<file path="config.mk">
export PLATFORM = sky130hd
export DESIGN_NAME = vp_host_loader
export DESIGN_NICKNAME = d
export VERILOG_FILES = /design/src/rtl/vp_host_loader_pkg.sv /design/src/rtl/vp_run_counter.sv /design/src/rtl/vp_host_loader.sv
export SDC_FILE = /design/constraint.sdc
export NUM_CORES = 1
export LEC_CHECK = 0
export ABC_AREA = 1
export ABC_CLOCK_PERIOD_IN_PS = 1900
export BUFFER_PORTS_ARGS = -buffer_cell sky130_fd_sc_hd__clkbuf_2
export CELL_PAD_IN_SITES_DETAIL_PLACEMENT = 0
export CELL_PAD_IN_SITES_GLOBAL_PLACEMENT = 1
export CORE_AREA = 5 5 220 222
export CTS_CLUSTER_SIZE = 30
export DETAILED_ROUTE_END_ITERATION = 7
export DIE_AREA = 0 0 225 227
export PLACE_DENSITY_LB_ADDON = 0.08
export SYNTH_ARGS = -nofsm -noshare
export SYNTH_HDL_FRONTEND = slang
export SYNTH_SLANG_ARGS = --single-unit
export TNS_END_PERCENT = 20
</file>
<file path="constraint.sdc">
create_clock -name clk -period 1.9 [get_ports clk]
set_input_delay 0.38 -clock clk [delete_from_list [all_inputs] [get_ports clk]]
set_output_delay 0.38 -clock clk [all_outputs]
set_load 0.03 [all_outputs]
</file>
<file path="src/rtl/vp_host_loader_pkg.sv">
// Shared constants for the vertex processor host loader: opcodes, FSM
// encoding and the default widths matching the vertex processor instance.
package vp_host_loader_pkg;

  localparam int DEF_PC_INS_ADDR_W = 8;
  localparam int DEF_INS_DATA_W    = 15;
  localparam int DEF_INFO_W        = 128;
  localparam int DEF_INFO_ADDR_W   = 8;
  localparam int DEF_RUN_W         = 16;
  localparam int CMD_ADDR_W        = 8;

  localparam logic [1:0] OP_LOAD_INS  = 2'd0;
  localparam logic [1:0] OP_LOAD_INFO = 2'd1;
  localparam logic [1:0] OP_RUN       = 2'd2;
  localparam logic [1:0] OP_READ      = 2'd3;

  typedef enum logic [2:0] {
    ST_IDLE    = 3'd0,
    ST_WR_INS  = 3'd1,
    ST_WR_INF  = 3'd2,
    ST_PC_CLR  = 3'd3,
    ST_RUN     = 3'd4,
    ST_RD_ADDR = 3'd5,
    ST_RD_CAP  = 3'd6,
    ST_RSP     = 3'd7
  } state_t;

endpackage

</file>
<file path="src/rtl/vp_run_counter.sv">
// Loadable run-length down-counter; last flags a count of exactly one so the
// sequencer leaves RUN without needing an extra cycle or a wrap.
module vp_run_counter #(
  parameter int RUN_W = 16
) (
  input  logic             clk,
  input  logic             reset,
  input  logic             load,
  input  logic [RUN_W-1:0] load_val,
  input  logic             dec,
  output logic             last
);

  localparam logic [RUN_W-1:0] ONE  = {{(RUN_W-1){1'b0}}, 1'b1};
  localparam logic [RUN_W-1:0] ZERO = {RUN_W{1'b0}};

  logic [RUN_W-1:0] count_r;

  // Load has priority over decrement; decrement saturates at zero.
  always_ff @(posedge clk) begin
    if (reset) begin
      count_r <= ZERO;
    end else if (load) begin
      count_r <= load_val;
    end else if (dec && (count_r != ZERO)) begin
      count_r <= count_r - ONE;
    end else begin
      count_r <= count_r;
    end
  end

  assign last = (count_r == ONE);

endmodule

</file>
<file path="src/rtl/vp_host_loader.sv">
// Host-side sequencer: turns single-word commands into instruction/info
// memory writes, timed processor runs and registered info readbacks.
module vp_host_loader
  import vp_host_loader_pkg::*;
#(
  parameter int PC_INS_ADDR_W = DEF_PC_INS_ADDR_W,
  parameter int INS_DATA_W    = DEF_INS_DATA_W,
  parameter int INFO_W        = DEF_INFO_W,
  parameter int INFO_ADDR_W   = DEF_INFO_ADDR_W,
  parameter int RUN_W         = DEF_RUN_W
) (
  input  logic                     clk,
  input  logic                     reset,
  input  logic                     cmd_valid,
  output logic                     cmd_ready,
  input  logic [1:0]               cmd_op,
  input  logic [CMD_ADDR_W-1:0]    cmd_addr,
  input  logic [INFO_W-1:0]        cmd_data,
  output logic                     rsp_valid,
  input  logic                     rsp_ready,
  output logic [INFO_W-1:0]        rsp_data,
  output logic                     busy,
  output logic                     done,
  output logic                     vp_enable,
  output logic                     vp_reset,
  output logic                     vp_we_ins_m,
  output logic [PC_INS_ADDR_W-1:0] vp_addr_ins_m,
  output logic [INS_DATA_W-1:0]    vp_din_ins_m,
  output logic                     vp_we_inf,
  output logic [INFO_ADDR_W-1:0]   vp_addr_inf,
  output logic [INFO_W-1:0]        vp_info_in,
  input  logic [INFO_W-1:0]        vp_vert_out
);

  state_t                   state_r, state_nx_s;
  logic [PC_INS_ADDR_W-1:0] ins_addr_r;
  logic [INS_DATA_W-1:0]    ins_data_r;
  logic [INFO_ADDR_W-1:0]   info_addr_r;
  logic [INFO_W-1:0]        info_data_r;
  logic [INFO_W-1:0]        rsp_data_r;
  logic                     done_r;
  logic                     accept_s, run_zero_s, cnt_load_s, cnt_last_s;
  logic [RUN_W-1:0]         run_n_s;

  assign cmd_ready  = (state_r == ST_IDLE) & ~reset;
  assign accept_s   = cmd_valid & cmd_ready;
  assign run_n_s    = cmd_data[RUN_W-1:0];
  assign run_zero_s = (run_n_s == {RUN_W{1'b0}});
  assign cnt_load_s = accept_s && (cmd_op == OP_RUN) && !run_zero_s;

  vp_run_counter #(.RUN_W(RUN_W)) u_run_counter (
    .clk      (clk),
    .reset    (reset),
    .load     (cnt_load_s),
    .load_val (run_n_s),
    .dec      (state_r == ST_RUN),
    .last     (cnt_last_s)
  );

  // State register.
  always_ff @(posedge clk) begin
    if (reset) begin
      state_r <= ST_IDLE;
    end else begin
      state_r <= state_nx_s;
    end
  end

  // Next-state decode.
  always_comb begin
    state_nx_s = state_r;
    case (state_r)
      ST_IDLE: begin
        if (accept_s) begin
          case (cmd_op)
            OP_LOAD_INS:  state_nx_s = ST_WR_INS;
            OP_LOAD_INFO: state_nx_s = ST_WR_INF;
            OP_RUN:       state_nx_s = run_zero_s ? ST_IDLE : ST_PC_CLR;
            OP_READ:      state_nx_s = ST_RD_ADDR;
            default:      state_nx_s = ST_IDLE;
          endcase
        end else begin
          state_nx_s = ST_IDLE;
        end
      end
      ST_WR_INS:  state_nx_s = ST_IDLE;
      ST_WR_INF:  state_nx_s = ST_IDLE;
      ST_PC_CLR:  state_nx_s = ST_RUN;
      ST_RUN:     state_nx_s = cnt_last_s ? ST_IDLE : ST_RUN;
      ST_RD_ADDR: state_nx_s = ST_RD_CAP;
      ST_RD_CAP:  state_nx_s = ST_RSP;
      ST_RSP:     state_nx_s = rsp_ready ? ST_IDLE : ST_RSP;
      default:    state_nx_s = ST_IDLE;
    endcase
  end

  // Command operand capture, readback capture and the done pulse.
  always_ff @(posedge clk) begin
    if (reset) begin
      ins_addr_r  <= {PC_INS_ADDR_W{1'b0}};
      ins_data_r  <= {INS_DATA_W{1'b0}};
      info_addr_r <= {INFO_ADDR_W{1'b0}};
      info_data_r <= {INFO_W{1'b0}};
      rsp_data_r  <= {INFO_W{1'b0}};
      done_r      <= 1'b0;
    end else begin
      if (accept_s) begin
        case (cmd_op)
          OP_LOAD_INS: begin
            ins_addr_r <= cmd_addr[PC_INS_ADDR_W-1:0];
            ins_data_r <= cmd_data[INS_DATA_W-1:0];
          end
          OP_LOAD_INFO: begin
            info_addr_r <= cmd_addr[INFO_ADDR_W-1:0];
            info_data_r <= cmd_data;
          end
          OP_READ: info_addr_r <= cmd_addr[INFO_ADDR_W-1:0];
          default: info_addr_r <= info_addr_r;
        endcase
      end
      // The memory read is registered, so data for the RD_ADDR address is here now.
      if (state_r == ST_RD_CAP) begin
        rsp_data_r <= vp_vert_out;
      end
      done_r <= (accept_s && (cmd_op == OP_RUN) && run_zero_s) ||
                ((state_r == ST_RUN) && cnt_last_s);
    end
  end

  assign busy          = (state_r != ST_IDLE);
  assign done          = done_r;
  assign rsp_valid     = (state_r == ST_RSP);
  assign rsp_data      = rsp_data_r;
  assign vp_enable     = (state_r == ST_RUN);
  assign vp_reset      = reset | (state_r == ST_PC_CLR);
  assign vp_we_ins_m   = (state_r == ST_WR_INS);
  assign vp_addr_ins_m = ins_addr_r;
  assign vp_din_ins_m  = ins_data_r;
  assign vp_we_inf     = (state_r == ST_WR_INF);
  assign vp_addr_inf   = info_addr_r;
  assign vp_info_in    = info_data_r;

endmodule

</file>
### After elaboration in Yosys (flattened, before gate mapping)

Index checks and enable logic that the tools add are counted.

* register bits after elaboration: 307
* bits in latches: 0
* bits in writable memories: 0
* memory bits (read-only): 0
* output and inout bits: 295
* logic and storage cells: 50
* memories: 0

* add/subtract/negate cells: 1
* $mul: 0
* div/mod/pow operators: 0
* order comparisons: 0
* eq/ne operators: 11
* shift operators: 0
* muxes and demuxes: 8
* bitwise gates (word level): 4
* reductions and logical operators: 18

Operators with widths (number)
* two-way mux 16 bit: 2
* one-hot mux 3 bit (7 select lines): 1
* equality test 16 x 1 -> 1 bit (second input constant): 1
* logical NOT 16 bit: 1
* nonzero test 16 bit: 1
* subtractor 16 x 1 -> 16 bit (second input constant): 1
* equality test 3 bit (second input constant): 4
* one-hot mux 3 bit (4 select lines): 1
* two-way mux 3 bit: 3
* equality test 3 x 2 -> 1 bit (second input constant): 2
* AND reduction 2 bit: 3
* logical AND 1 bit: 5
* equality test 2 bit (second input constant): 2
* OR reduction 2 bit: 2
* equality test 3 x 1 -> 1 bit (second input constant): 1
* logical NOT 3 bit: 1
* nonzero test 3 bit: 1
* AND 1 bit: 2
* equality test 2 x 1 -> 1 bit (second input constant): 1
* logical NOT 2 bit: 1
* two-way mux 2 bit: 1
* nonzero test 2 bit: 1
* logical NOT 1 bit: 1
* logical OR 1 bit: 1
* 2 further kinds: 2

### Logic depth before layout (Yosys ltp)

* depth in word-level cells: 6
* depth in mapped cells: 11

### Hierarchy

A second synthesis with hierarchy kept.

* cell total of the unflattened synthesis: 1530
* area total of the unflattened synthesis: 11686.2 µm²

Modules (own cells, without submodules)
* vp_host_loader: times used 1, cells an instance 1317, area each 10418.7 µm², seq. area each 5825.6 µm²
* vp_run_counter: times used 1, cells an instance 213, area each 1267.5 µm², seq. area each 320.3 µm²

### Worst setup path before layout

OpenSTA, ideal clock, no wires.

* kind: flip-flop to flip-flop
* start: register state_r[2]
* end: register u_run_counter.count_r[13]
* data arrival time: 1.666 ns
* required time: 1.790 ns
* slack: 0.124 ns
* cell stages (with the launch flop): 9
* path buffers: 1
* cell sequence: dfxtp_1 > inv_2 > nor3_2 > nand2_2 > buf_4 > nand3_1 > nand3_1 > nand2_1 > inv_1

* elaborated cells on any way between the ends: 9
* those cells by class: eq/ne (1); mux (1); bitwise (2); reduce/logical (5)

RTL lines
* start, declared: line vp_host_loader.sv:35 `state_t state_r, state_nx_s;`
* start signal, assigned: line vp_host_loader.sv:65 `state_r <= state_nx_s;`
* equality test 3 bit
* via vp_enable: line vp_host_loader.sv:24 `output logic vp_enable,`
* logical AND 1 bit: line vp_run_counter.sv:25 `end else if (dec && (count_r != ZERO)) begin`
* nonzero test 2 bit (no line)
* end signal, assigned: line vp_run_counter.sv:24 `count_r <= load_val;`
* end signal, assigned: line vp_run_counter.sv:26 `count_r <= count_r - ONE;`
* end signal, assigned: line vp_run_counter.sv:28 `count_r <= count_r;`
* end, declared: line vp_run_counter.sv:17 `logic [RUN_W-1:0] count_r;`

The timed path passes the listed nets, and every way through them passes these cells.
A chain may end at the register's enable or synchronous reset.

### Worst setup path after layout

* start: register state_r[0]
* end: output port vp_reset

* cells in the longest elaborated chain, start to end: 2

RTL lines
* equality test 3 x 2 -> 1 bit: line vp_host_loader.sv:135 `assign vp_reset = reset | (state_r == ST_PC_CLR);`
* OR 1 bit: line vp_host_loader.sv:135
* end, declared: line vp_host_loader.sv:25 `output logic vp_reset,`

No other way between the ends.

==> flow_summary.ini <==
[clock_network]
root_buffer = clkbuf_16
cts_max_level = 2
cts_buffers = 38
clock_sinks = 307
cts_tree = built
cts_max_path_buffers = 3
clk_pin_slew_ns = 0.06
insertion_delay_ns = 0.54

[worst_setup_path]
setup.worst_path.class = reg -> out
cp_data_arrival_time_ns = 1.58
worstPathRequired_ns = 1.52
end_kind = output pin
path_max_fanout = 4
cp-start-kind = flop

[detailed_routing]
drcViolationCount = 0
firstDrtPassIters = 4
ant_nets = 0
drt_iter0_markers = 507
num_vias = 11400
drt_wl_total_um = 48200
via_per_inst = 4.24
wire_per_inst_um = 17.9

[synthesis]
synth_most_common_cell = dfxtp_1
synth_edf_count = 0
syn_nets = 1764
ys_types = 29
yosys_warnings = 0
synth_top_area_share_pct = 53.6
synth-seq-cells = 307
syn_area_per_cell_um2 = 7.69
synth_commonest_cells = 307 x dfxtp_1, 279 x nor2_1, 253 x o21ai_0
syn_area_mm2 = 0.0115
synthTopCellsByArea = dfxtp_1 54%, o21ai_0 11%, nor2_1 9.1%
seq_area_frac_synth_pct = 53.6
synthCells = 1492
ys_async_sr_fraction_pct = 0
synthFlopType = dfxtp_1
synth_area_leader_cell = dfxtp_1

[die]
core_mm2 = 0.0462
die_x_um = 225
die_h_um = 227
ios = 565
rows = 79
dieArea_mm2 = 0.0511
initial_core_util_pct = 24.9

[power_and_ir_drop]
p_leak_nw = 8.03
finalPower_mw = 15.9
ir_drop_v = 0.000565
powerDensity_mw_per_mm2 = 956

[global_route]
grt_pass1_vias = 11300
track_usage_pct = 17.7
grt_max_degree = 101
antenna_found_initial = 4
grt.overflow.total = 0
grt_first_pass_wirelength_um = 70400

[final_layout]
drive_above_1_share_pct = 33.9
instances_no_fill = 2688
area_growth_pct = 45.1
nets = 2325
fill_cells = 4985

[hold_path]
hold_class = in -> reg

[sta]
tightestPinTransition_ns = 0.432
skew_ns = 0.0151
hold_viol = 0
clock.fmax_ghz = 0.511
setup_slack_ns = -0.0574
drv_slew = 0
fin_crit_ns = 1.96
rsz0062_at_grt = yes
min_period_over_period_pct = 103
setup_viol = 3
slew-limit-headroom_pct = 71.2

[job]
cap_violations = 0

[placement]
place_congestion = 0.780
placedCellCount = 2612
portBuffers = 564
hpwl_um = 36200

[run_status]
status = finished, violations left
violations = negative setup slack
layer usage:
metal  global-route usage [%]  up-vias  routed length [µm]
met5                        0        -                   7
met4                     5.40        2                1120
met3                     6.73       62                4680
met2                     28.5      380               22200
met1                     22.2     5051               20200
li1                         -     5911                   -
registers in the layout, summed over array words and instances (netlist names):
name and flops:
vp_addr_inf 8, vp_addr_ins_m 8, state_r 3, vp_din_ins_m 15, u_run_counter.count_r 16, done 1, vp_info_in 128, rsp_data 128
path summary, 6_finish.rpt:
path | slack (ns) | startpoint | depth (start not counted) | to
max | -0.06 | state_r[0] | 5 | vp_reset
max reg2reg | 0.16 | state_r[1] | 9 | vp_info_in[108]
min | 0.07 | cmd_data[115] | 3 | vp_info_in[115]
min reg2reg | 0.44 | rsp_data[126] | 2 | rsp_data[126]
layout make-up:
cell class,instances,area (µm²),area share (%)
Sequential cell,307,6150,36.9
Multi-Input combinational cell,902,4200,25.2
Timing Repair Buffer,617,3540,21.2
Clock buffer,58,1200,7.19
Tap cell,607,759,4.56
Inverter,187,716,4.30
Clock inverter,6,88.8,0.533
Antenna cell,4,10.0,0.0601
stage by stage:
stage	setup TNS, ns	area [µm²]	setup WS, ns	utilization (%)	hold WS [ns]
floorplan	0	11500	0.124	-	0.509
global placement	0	15200	0.0158	32.9	0.430
detailed placement	0	15200	0.0506	32.9	0.435
CTS	-0.280	16600	-0.113	35.9	0.0210
global route	-0.527	16700	-0.159	36.1	0.0479
finish	-0.113	16700	-0.0574	36.1	0.0653
where the power goes:
group / internal [mW] / switching [mW] / leakage (nW)
logic: 0.665 / 1.12 / 4.91
clock network: 4.59 / 2.86 / 0.630
registers: 6.61 / 0.0959 / 2.48
total: 11.9 / 4.07 / 8.03
placed cells by master, fill, tap and decap left out, drive strengths merged, types with 7 or more instances in the layout:
master  instances
clkbuf        620
dfxtp         307
o21ai         298
nor2          285
inv           187
a21oi         177
nand2          88
buf            55
nand3          34
nor3            7
repair_timing:
action	in CTS	in global routing
resized for setup	22	9
gates cloned	0	1
hold buffers	0	0
buffers inserted	3	4
pin swaps	2	2
setup endpoints to repair	5	50
worst max-delay path, cell delays in order, from the launching register on:
cell and delay (ns):
dfxtp_2 0.34, buf_6 0.11, clkinvlp_4 0.12, nor3_4 0.17, or2_4 0.17, clkbuf_16 0.14
cell families after synthesis:
kind of cell             count (synthesis)  share of synthesized area (%)
AO/OA/AOI/OAI                          476                           20.8
XOR/XNOR                                 4                          0.305
adder cells (fa/ha/maj)                  2                          0.218
buffers and inverters                  283                           10.3
flip-flops                             307                           53.6
AND/OR/NAND/NOR                        420                           14.9
Note: power is estimated with default switching activity, not from simulation.
